File: config.mk
export PLATFORM = sky130hd
export DESIGN_NAME = multicycle_cpu_core
export DESIGN_NICKNAME = d
export VERILOG_FILES = /design/src/rtl/multicycle_cpu_core.sv
export SDC_FILE = /design/constraint.sdc
export NUM_CORES = 1
export LEC_CHECK = 0
export ABC_AREA = 1
export CORE_MARGIN = 10
export CORE_UTILIZATION = 50
export CTS_BUF_LIST = sky130_fd_sc_hd__clkbuf_2
export CTS_CLUSTER_SIZE = 28
export DETAILED_ROUTE_END_ITERATION = 10
export PLACE_DENSITY = 0.67
export SLEW_MARGIN = 20
export SYNTH_ARGS = -nofsm -noshare
export SYNTH_HDL_FRONTEND = slang
export SYNTH_SLANG_ARGS = --single-unit
export TNS_END_PERCENT = 50
File: constraint.sdc
create_clock -name clk -period 3.95 [get_ports clk]
set_input_delay 1.185 -clock clk [delete_from_list [all_inputs] [get_ports clk]]
set_output_delay 1.185 -clock clk [all_outputs]
set_load 0.005 [all_outputs]
File: src/rtl/multicycle_cpu_core.sv
// Multi-cycle core for the 16-bit instruction set: IDLE/FETCH/DECODE/EXEC/MEM/WB
// sequencer with req/ready handshakes towards instruction and data memory.
module multicycle_cpu_core #(
    parameter int DATA_W   = 16,
    parameter int ADDR_W   = 16,
    parameter int RESET_PC = 0,
    parameter int LINK_REG = 15
) (
    input  logic              clk,
    input  logic              rst,
    output logic              imem_req,
    output logic [ADDR_W-1:0] imem_addr,
    input  logic              imem_ready,
    input  logic [15:0]       imem_rdata,
    output logic              dmem_req,
    output logic              dmem_we,
    output logic [ADDR_W-1:0] dmem_addr,
    output logic [DATA_W-1:0] dmem_wdata,
    input  logic              dmem_ready,
    input  logic [DATA_W-1:0] dmem_rdata,
    output logic [ADDR_W-1:0] pc_out,
    output logic              retire,
    output logic              halted
);
    typedef enum logic [2:0] {
        S_IDLE, S_FETCH, S_DECODE, S_EXEC, S_MEM, S_WB, S_HALT
    } state_t;

    localparam logic [3:0] OP_ADD  = 4'h0, OP_SUB = 4'h1, OP_AND = 4'h2;
    localparam logic [3:0] OP_OR   = 4'h3, OP_XOR = 4'h4, OP_SLT = 4'h5;
    localparam logic [3:0] OP_ADDI = 4'h6, OP_LW  = 4'h7, OP_SW  = 4'h8;
    localparam logic [3:0] OP_BEQ  = 4'h9, OP_J   = 4'hA, OP_JAL = 4'hB;
    localparam logic [3:0] OP_JR   = 4'hC, OP_LI  = 4'hD, OP_MOV = 4'hE;
    localparam logic [3:0] OP_HALT = 4'hF;

    state_t state, state_nx;
    logic [ADDR_W-1:0] pc, pc_inc, pc_br, pc_exec, imm12;
    logic [15:0] ir;
    logic [DATA_W-1:0] regs [16];
    logic [DATA_W-1:0] opa, opb, alu, mdr, alu_nx, wb_data, imm4, imm8;
    logic [3:0] op, rs, rt, rd, wb_reg;
    logic wb_en, is_flow;

    assign op = ir[15:12];
    assign rs = ir[11:8];
    assign rt = ir[7:4];
    assign rd = ir[3:0];

    assign imm4   = DATA_W'($signed(ir[3:0]));
    assign imm8   = DATA_W'($signed(ir[7:0]));
    assign imm12  = ADDR_W'(ir[11:0]);
    assign pc_inc = pc + ADDR_W'(1);
    assign pc_br  = pc_inc + ADDR_W'($signed(ir[3:0]));

    assign is_flow = (op == OP_BEQ) || (op == OP_J) || (op == OP_JAL) || (op == OP_JR);
    assign wb_data = (op == OP_LW) ? mdr : alu;

    assign imem_addr  = pc;
    assign pc_out     = pc;
    assign dmem_addr  = ADDR_W'(alu);
    assign dmem_wdata = opb;

    always_comb begin
        alu_nx = '0;
        case (op)
            OP_ADD:               alu_nx = opa + opb;
            OP_SUB:               alu_nx = opa - opb;
            OP_AND:               alu_nx = opa & opb;
            OP_OR:                alu_nx = opa | opb;
            OP_XOR:               alu_nx = opa ^ opb;
            OP_SLT:               alu_nx = DATA_W'($signed(opa) < $signed(opb));
            OP_ADDI, OP_LW, OP_SW: alu_nx = opa + imm4;
            OP_JAL:               alu_nx = DATA_W'(pc_inc);
            OP_LI:                alu_nx = imm8;
            OP_MOV:               alu_nx = opa;
            default:              alu_nx = '0;
        endcase
    end

    // Memory ops advance the pc only once the data transfer completes.
    always_comb begin
        pc_exec = pc_inc;
        case (op)
            OP_LW, OP_SW: pc_exec = pc;
            OP_BEQ:       pc_exec = (opa == opb) ? pc_br : pc_inc;
            OP_J, OP_JAL: pc_exec = imm12;
            OP_JR:        pc_exec = ADDR_W'(opa);
            default:      pc_exec = pc_inc;
        endcase
    end

    always_comb begin
        wb_en  = 1'b1;
        wb_reg = rd;
        case (op)
            OP_ADDI, OP_LW: wb_reg = rt;
            OP_LI:          wb_reg = rs;
            OP_JAL:         wb_reg = 4'(LINK_REG);
            OP_SW, OP_BEQ, OP_J, OP_JR, OP_HALT: wb_en = 1'b0;
            default: ;
        endcase
    end

    always_comb begin
        state_nx = state;
        imem_req = 1'b0;
        dmem_req = 1'b0;
        dmem_we  = 1'b0;
        retire   = 1'b0;
        halted   = 1'b0;
        case (state)
            S_IDLE: state_nx = S_FETCH;
            S_FETCH: begin
                imem_req = 1'b1;
                if (imem_ready) state_nx = S_DECODE;
            end
            S_DECODE: state_nx = (op == OP_HALT) ? S_HALT : S_EXEC;
            S_EXEC: begin
                if (op == OP_LW || op == OP_SW) begin
                    state_nx = S_MEM;
                end else if (is_flow) begin
                    retire   = 1'b1;
                    state_nx = (op == OP_JAL) ? S_WB : S_FETCH;
                end else begin
                    state_nx = S_WB;
                end
            end
            S_MEM: begin
                dmem_req = 1'b1;
                dmem_we  = (op == OP_SW);
                if (dmem_ready) begin
                    retire   = (op == OP_SW);
                    state_nx = (op == OP_SW) ? S_FETCH : S_WB;
                end
            end
            S_WB: begin
                retire   = (op != OP_JAL);
                state_nx = S_FETCH;
            end
            S_HALT:  halted = 1'b1;
            default: state_nx = S_IDLE;
        endcase
    end

    always_ff @(posedge clk) begin
        if (!rst) begin
            state <= S_IDLE;
            pc    <= ADDR_W'(RESET_PC);
            ir    <= '0;
            opa   <= '0;
            opb   <= '0;
            alu   <= '0;
            mdr   <= '0;
            for (int i = 0; i < 16; i++) regs[i] <= '0;
        end else begin
            state <= state_nx;
            case (state)
                S_FETCH: if (imem_ready) ir <= imem_rdata;
                S_DECODE: begin
                    opa <= regs[rs];
                    opb <= regs[rt];
                end
                S_EXEC: begin
                    alu <= alu_nx;
                    pc  <= pc_exec;
                end
                S_MEM: if (dmem_ready) begin
                    mdr <= dmem_rdata;
                    pc  <= pc_inc;
                end
                S_WB: if (wb_en && wb_reg != 4'd0) regs[wb_reg] <= wb_data;
                default: ;
            endcase
        end
    end
endmodule
==> impl_summary.md, run 1 <==
GRT
Entering global routing, the biggest net connects 257 pins. The global-route wire length before repair is 124 mm. The number of antenna violations at the first check in global routing was 2. Summed over all layers, the global routing overflow is 0. The all-layer global routing usage is 30.2%. The number of global-route vias before repair is 20904.

Clocking
The worst-case clock buffer depth is 3. Buffers inserted during clock tree synthesis total 91. Clock tree synthesis found a total of 355 sinks. TritonCTS built the clock tree.

The number of levels the H-tree was split into is 3. The clock-pin slew on the worst setup and hold paths is 90 ps. At the later pin of the worst-skew pair, clock insertion delay measures 1100 ps. Clock tree synthesis selected as its root buffer the cell sky130_fd_sc_hd__clkbuf_2.

Timing
Setup repair after global routing left no endpoint under its margin. For the pin with the worst max-slew slack, the measured transition is 1050 ps. The max-slew violation count was 0. The worst clock skew is 74.6 ps.

The final count of hold timing violations is 0. The peak clock frequency supported by timing is 265 MHz. Setup violations remaining at the end of the flow were counted as 0.

The headroom to the max-slew limit is 30.3%. The final critical-path share of the clock period is 95.5%. Setup total negative slack on the finished layout was measured at 0 ps. The worst path meets setup with 177 ps of slack.

The minimum clock period is 3770 ps.

Synthesis
The cell area that synthesis handed to floorplanning was 22400 sq um. The unique cell type count in the Yosys netlist is 44. The top cell type by total area after synthesis is sky130_fd_sc_hd__edfxtp_1. The number of instances in the synthesized netlist is 2944. A synthesized cell averages 7.61 sq um. Ranked by instance count, the synthesized netlist is headed by 530 x sky130_fd_sc_hd__nand2_1, 351 x sky130_fd_sc_hd__inv_1, 338 x sky130_fd_sc_hd__nor2_1, 258 x sky130_fd_sc_hd__a21oi_1, 256 x sky130_fd_sc_hd__edfxtp_1. The most common flop cell mapped by yosys is sky130_fd_sc_hd__edfxtp_1. The sequential element share of the synthesized area is 43.2%.

The area share of the largest cell type after synthesis is 34.3%. The proportion of synthesized flip-flops having asynchronous set or reset is 0%. The flip-flop and latch count after synthesis is 355. The number of synthesized flops with an enable pin is 256.

Ranked by total cell area, the synthesized netlist is headed by sky130_fd_sc_hd__edfxtp_1 34%, sky130_fd_sc_hd__nand2_1 8.9%, sky130_fd_sc_hd__dfxtp_1 8.8%, sky130_fd_sc_hd__inv_1 5.9%, sky130_fd_sc_hd__a21oi_1 5.8%. The cell with the most instances after synthesis is sky130_fd_sc_hd__nand2_1. The count of warnings emitted by yosys is 0.

Run status
The flow ran to the end, and the final reports show no timing, DRC or antenna violations.

Critical path
Tracing the worst setup path back leads to its startpoint at ir[15]$_SDFFE_PN0P_. STA classifies the critical path endpoint as an output pin. For flop-to-flop paths, the worst setup slack is 600 ps. In this run the worst path has a maximum fanout of 5. The critical path data required time is 2760 ps. The reg-to-reg critical path endpoint is dmem_addr[11]$_SDFFE_PN0P_. The startpoint kind of the worst setup timing path is a flip-flop. For the worst setup path, the data arrival time is 2590 ps. The beginning of the worst register-to-register path is ir[15]$_SDFFE_PN0P_. The number of cells on the worst reg-to-reg path is 18. The critical path ends at dmem_we. By startpoint and endpoint, the worst setup path is classified as reg2out.

Power
The sum of internal, switching and leakage power is 14.5 mW. In this run the static leakage power is 9.73 nW. For this design the ratio of total power to cell area is 577 nW/um^2. The largest vdd supply drop is 0.331 mV.

Floorplanning
The effective utilization at floorplan is 50.7%. The floorplan step defined a die boundary enclosing 53700 sq um. The die outline width is 232 um. The top-level I/O count is 105. Row generation in the floorplan step produced 77 rows. The area of the placeable core is 44200 sq um. In this run the vertical extent of the chip is 232 um.

Detailed routing
For this run, design rule violations remaining after detail routing come to 0. The routed layout has 22039 vias. The antenna violation net count after detailed routing is 0.

Using the TritonRoute via totals, the vias-per-cell ratio works out to 5.92. The first-pass iteration count of the detailed router is 7. Dividing the detail-routed wire length by the instance count gives 22.5 um.

The number of DRC markers after the initial detailed-route iteration is 2382. The routed wire length is 83.7 mm.

Finish
Cells fill 56.8% of the core in the end. The layout-stage area growth over the synthesis result is 12.2%. Cells with a size suffix above 1 make up 9.52% of the layout. After routing the design area is 25100 sq um. For this run, the post-layout net count is 3175.

Placement
The weighted congestion reported at the end of routability-driven placement is 1.03. Input and output buffers added on the ports amount to 104. The wire-length estimate of the detail-placed layout is 58.7 mm. The pre-CTS worst setup slack is 215 ps.

The placement-stage cell area is 24200 sq um.

Run
The tool flagged a number of max-cap violations equal to 0.

Hold path
Along the worst hold path, the cell count comes to 2. The path class of the tightest hold or removal check is reg2reg.
[layout make-up]
class | instances | area [sq um]
Antenna cell | 1 | 2.50
Clock buffer | 133 | 666
Clock inverter | 37 | 216
Fill cell | 4197 | 19100
Inverter | 372 | 1400
Multi-Input combinational cell | 2034 | 10600
Sequential cell | 355 | 9680
Tap cell | 592 | 741
Timing Repair Buffer | 200 | 1830
[how the worst min path moves through the flow]
| stage | start | endpoint |
|---|---|---|
| global placement | mdr[13]$_SDFFE_PN0P_ | mdr[13]$_SDFFE_PN0P_ |
| global route | mdr[11]$_SDFFE_PN0P_ | mdr[11]$_SDFFE_PN0P_ |
| CTS | mdr[13]$_SDFFE_PN0P_ | mdr[13]$_SDFFE_PN0P_ |
| detailed placement | mdr[11]$_SDFFE_PN0P_ | mdr[11]$_SDFFE_PN0P_ |
| finish | mdr[11]$_SDFFE_PN0P_ | mdr[11]$_SDFFE_PN0P_ |
| floorplan | mdr[0]$_SDFFE_PN0P_ | mdr[0]$_SDFFE_PN0P_ |
[placed cells by master (no fill, tap or decap), types with 11 or more instances in the layout]
cell                              netlist  final
sky130_fd_sc_hd__clkdlybuf4s50_1        0    102
sky130_fd_sc_hd__dfxtp_1               99     95
sky130_fd_sc_hd__o21ai_1               17     17
sky130_fd_sc_hd__edfxtp_1             256    256
sky130_fd_sc_hd__ha_1                  82     82
sky130_fd_sc_hd__inv_2                 11     11
sky130_fd_sc_hd__a31oi_1               35     35
sky130_fd_sc_hd__o21ai_0              248    248
sky130_fd_sc_hd__clkbuf_2               0    133
sky130_fd_sc_hd__nor3_1                15     14
sky130_fd_sc_hd__inv_1                351    351
sky130_fd_sc_hd__o22ai_1               17     17
sky130_fd_sc_hd__nor2_1               338    336
sky130_fd_sc_hd__clkinv_1               9     37
sky130_fd_sc_hd__a21oi_1              258    258
sky130_fd_sc_hd__conb_1                 1     16
sky130_fd_sc_hd__o221ai_1              43     43
sky130_fd_sc_hd__nand2_1              530    530
sky130_fd_sc_hd__buf_4                 16     90
sky130_fd_sc_hd__nand3_1              199    199
sky130_fd_sc_hd__o211ai_1             134    134
[registers in the layout, summed over array words and instances (netlist names)]
name        flops
regs          256
dmem_addr      16
dmem_wdata     16
imem_addr      16
ir             16
mdr            16
opa            16
state           3
[layer usage]
layer	track usage, %	vias up	wire, um
met3	5.38	234	6900
met4	17.0	2	4310
met1	36.2	10404	32100
met2	50.6	1150	40400
met5	0	-	13
li1	-	10249	-
[worst max-delay path, stage by stage, from the launching register on]
cell and delay [ps]:
sky130_fd_sc_hd__dfxtp_1 430, sky130_fd_sc_hd__inv_2 70, sky130_fd_sc_hd__nor2_2 130, sky130_fd_sc_hd__nand2_1 200
sky130_fd_sc_hd__nor2_1 160, sky130_fd_sc_hd__clkdlybuf4s50_1 520
[cells by family after synthesis]
group,Yosys count,share of synthesized area [%]
buffers and inverters,570,9.92
AO/OA/AOI/OAI,784,20.5
adder cells (fa/ha/maj),85,4.85
flip-flops,355,43.2
XOR/XNOR,8,0.313
AND/OR/NAND/NOR,1141,21.3
other,1,0.0167
[report_power, final]
| group | internal (mW) | switching, mW |
|---|---|---|
| Clock | 1.05 | 1.63 |
| Combinational | 2.22 | 4.75 |
| Sequential | 4.31 | 0.527 |
| Total | 7.58 | 6.91 |
[per-stage QoR]
| step | cells | hold slack, ps |
|---|---|---|
| 2_1_floorplan | 2959 | 430 |
| 3_3_place_gp | 3552 | 439 |
| 3_5_place_dp | 3552 | 448 |
| 4_1_cts | 3723 | 461 |
| 5_1_grt | 3724 | 483 |
| 6_report | 3724 | 458 |
[timing repair]
| item | in CTS | in global routing |
|---|---|---|
| setup endpoints to repair | 1 | 0 |
| resized for setup | 2 | 0 |
| hold buffers | 0 | 0 |
| setup buffers | 1 | 0 |
No activity file was read; power rests on OpenSTA's default activity.
==> run 2: changes to the inputs <==
--- a/config.mk
+++ b/config.mk
@@ -12,7 +12,8 @@
 export CTS_CLUSTER_SIZE = 28
 export DETAILED_ROUTE_END_ITERATION = 10
 export PLACE_DENSITY = 0.67
-export SLEW_MARGIN = 20
+export REMOVE_ABC_BUFFERS = 1
+export SLEW_MARGIN = 10
 export SYNTH_ARGS = -nofsm -noshare
 export SYNTH_HDL_FRONTEND = slang
 export SYNTH_SLANG_ARGS = --single-unit
==> impl_summary.md, run 2 (synthesis results as in run 1) <==
Run status
The flow ran to the end, and the final reports show no timing, DRC or antenna violations.

Critical path
The largest individual stage delay along the critical path comes from the cell sky130_fd_sc_hd__clkdlybuf4s50_1. The buffer and inverter count on the worst path is 4 (+2). In this design, the critical path's most frequently occurring cell is sky130_fd_sc_hd__inv_1. The depth of the worst register-to-register path came to 18 (unchanged). The setup slack on the worst flop-to-flop path is 430 ps (-170 ps). STA classifies the critical path startpoint as a flip-flop. The critical path is of the reg2out type.

The critical path data required time came to 2760 ps (about the same). The worst stage delay on the critical path is 510 ps (about the same). Walking the worst path, the cells encountered are inv_1 -> nor3_1 -> buf_4 -> inv_1 -> nor2_1 -> clkdlybuf4s50_1. In this design, the largest share of critical-path delay is due to buffers and inverters. STA classifies the critical path endpoint as an output pin.

The arrival time of the worst setup path is 2560 ps (-30 ps). The endpoint identified for the worst register-to-register timing path is dmem_addr[15]$_SDFFE_PN0P_. The beginning of the worst register-to-register path is ir[14]$_SDFFE_PN0P_.

The top fanout value on the critical path is 5 (unchanged).

Finish
The most flop-heavy register is regs. The number of nets in the layout is 3178 (+0.094%). The filler cell count in the final layout is 4239 (+1.0%).

The library cell used most frequently in the layout, excluding fill and tap cells, is sky130_fd_sc_hd__nand2_1. The layout cell share with drive strength beyond 1 is 10.1% (+0.55 points). The top cell types in the final layout, fill and taps aside, are 530 x sky130_fd_sc_hd__nand2_1, 351 x sky130_fd_sc_hd__inv_1, 336 x sky130_fd_sc_hd__nor2_1. The final instance area is 25100 sq um (about the same). The layout-stage area growth over the synthesis result is 12.1% (about the same). The number of flip-flops under the largest register name is 256 (unchanged). The final instance count without filler cells came to 3724 (unchanged).

Timing
The worst clock skew is 79.5 ps (+4.90 ps). The final critical-path share of the clock period is 94.7% (-0.79 points). The final count of hold timing violations was 0 (unchanged). The headroom to the max-slew limit came to 29.1% (-1.2 points). Setup repair after global routing left no endpoint under its margin. The minimum hold slack was 460 ps (+2.06 ps). The minimum clock period is 3740 ps (-31.0 ps). The setup total negative slack is 0 ps (unchanged). The number of failing setup endpoints in the final timing report is 0 (unchanged).

The max-slew violation count was 0 (unchanged). The worst-margin pin slew is 1060 ps (+18.5 ps). The peak clock frequency supported by timing came to 267 MHz (+0.83%).

GRT
The global-route wire length before repair is 124 mm (-0.39%). The number of global-route vias before repair is 20901 (-0.014%). The all-layer global routing usage is 30.0% (-0.18 points). The aggregate global routing overflow came to 0 (unchanged).

The number of antenna violations at the first check in global routing is 2 (unchanged). The pin count of the biggest net entering global routing came to 257 (unchanged).

Placement
The cell total after placement came to 3552 (unchanged). The placement-stage cell area is 24200 sq um (about the same). The number of port buffers was 104 (unchanged). The final HPWL from detailed placement was 57.7 mm (-1.6%).

The weighted congestion reported at the end of routability-driven placement was 0.988 (-3.6%).

Power
The largest vdd supply drop came to 0.340 mV (+2.6%). The power density over the cells came to 573 nW/um^2 (-0.65%). The static leakage is 9.76 nW (+0.30%).

Detailed routing
The detailed-routed wire length on met3 is 7.90 mm (+14%). The wire length on met1 came to 33.3 mm (+3.8%). The antenna violation net count after detailed routing is 0 (unchanged).

The post-detailed-route DRC marker count was 0 (unchanged). The routed wire length is 83.0 mm (-0.82%). The average routed wire per standard cell came to 22.3 um (-0.82%).

The via count normalized by instance count is 5.91 (-0.17%). The number of DRC markers after the initial detailed-route iteration is 2910 (+22%). The via count is 22002 (-0.17%).

The wire length on met2 was 37.7 mm (-6.7%). The first-pass iteration count of the detailed router is 8 (+1). The uppermost metal layer occupied by signal nets is met5.

Floorplanning
The floorplan die area is 53700 sq um (unchanged). The die outline width came to 232 um (unchanged). The effective utilization at floorplan is 50.7% (unchanged).

The top-level I/O count was 105 (unchanged). The height of the chip is 232 um (unchanged). The number of cell rows is 77 (unchanged). The area of the placeable core is 44200 sq um (unchanged).

Clocking
The clock tree from TritonCTS is built. The number of sinks driven by the clock tree was 355 (unchanged). The clock buffer count from CTS was 94 (+3.3%). The worst-case clock buffer depth is 3 (unchanged). The number of levels the H-tree was split into was 3 (unchanged). The insertion delay to the later sink of the worst-skew pair is 1090 ps (about the same). The root buffer cell chosen for the clock tree is sky130_fd_sc_hd__clkbuf_2.

The number of hold buffers added after cts is 0 (unchanged). The clock-pin slew on the worst setup and hold paths is 90 ps (about the same).

Hold path
The launch point of the worst hold path is mdr[11]$_SDFFE_PN0P_. The number of instances on the worst hold path is 2 (unchanged). The kind of path behind the tightest hold check is reg2reg. The worst hold path terminates at mdr[11]$_SDFFE_PN0P_.

Run
The total of max-cap violations came to 0 (unchanged).
==> run 2: cell types whose count changed in the layout (fill, tap and decap cells not counted) <==
cell / delta
sky130_fd_sc_hd__clkbuf_2: +13
sky130_fd_sc_hd__clkinv_1: -11
sky130_fd_sc_hd__o21ai_2: +7
sky130_fd_sc_hd__o21ai_1: -6
sky130_fd_sc_hd__buf_12: -3
sky130_fd_sc_hd__buf_4: +3
sky130_fd_sc_hd__clkinvlp_4: -2
sky130_fd_sc_hd__clkinv_4: -1
sky130_fd_sc_hd__diode_2: +1
sky130_fd_sc_hd__o21ai_0: -1
==> run 2: worst max path at each step <==
stage / startpoint / endpoint / slack, ps / cells past startpoint
finish: state[2]$_SDFFE_PN0P_ / dmem_we / 210 / 6
global route: ir[14]$_SDFFE_PN0P_ / dmem_addr[15]$_SDFFE_PN0P_ / 50 / 18
CTS: ir[15]$_SDFFE_PN0P_ / dmem_we / 160 / 5
detailed placement: dmem_ready / retire / 210 / 6
global placement: dmem_ready / retire / 150 / 6
floorplan: ir[4]$_SDFFE_PN0P_ / regs[15][0]$_SDFFCE_PN0P_ / -2510 / 6
==> run 2: area by class of cell <==
class                      instances  area (sq um)  area share [%]
antenna                            2          5.00          0.0199
clock buffer                     146           731            2.91
clock inverter                    23           151           0.603
inverter                         372          1400            5.57
multi-input combinational       2034         10600            42.3
sequential                       355          9680            38.6
tap                              592           741            2.95
timing repair buffer             200          1790            7.14
==> run 2: power breakdown <==
part / switching [mW] / internal [mW]
clock network: 1.61 / 1.11
registers: 0.445 / 4.31
logic: 4.69 / 2.23
==> run 2: through the flow <==
stage / worst slack [ps] / util [%] / total power [mW]
2_1_floorplan: -2510 / - / 8.99
6_report: 208 / 56.8 / 14.4
3_5_place_dp: 215 / 54.8 / 11.5
4_1_cts: 165 / 56.8 / 14.3
5_1_grt: 50.5 / 56.8 / 15.3
3_3_place_gp: 151 / 54.8 / 11.5
==> run 2: worst min-delay path: stages (launching register included) <==
cell and delay (ps):
sky130_fd_sc_hd__dfxtp_1 310, sky130_fd_sc_hd__inv_1 60, sky130_fd_sc_hd__a21oi_1 50
==> run 2: timing repair <==
action | in CTS | in global routing
setup buffers | 1 | 0
setup endpoints to repair | 1 | 0
endpoints found under the hold margin | 0 | 0
gates resized for setup | 2 | 0
==> run 2: routing by layer <==
layer	vias up	GRT usage (%)
met5	-	0
met4	2	16.2
met3	252	5.12
met2	1198	47.6
met1	10276	38.6
li1	10274	-
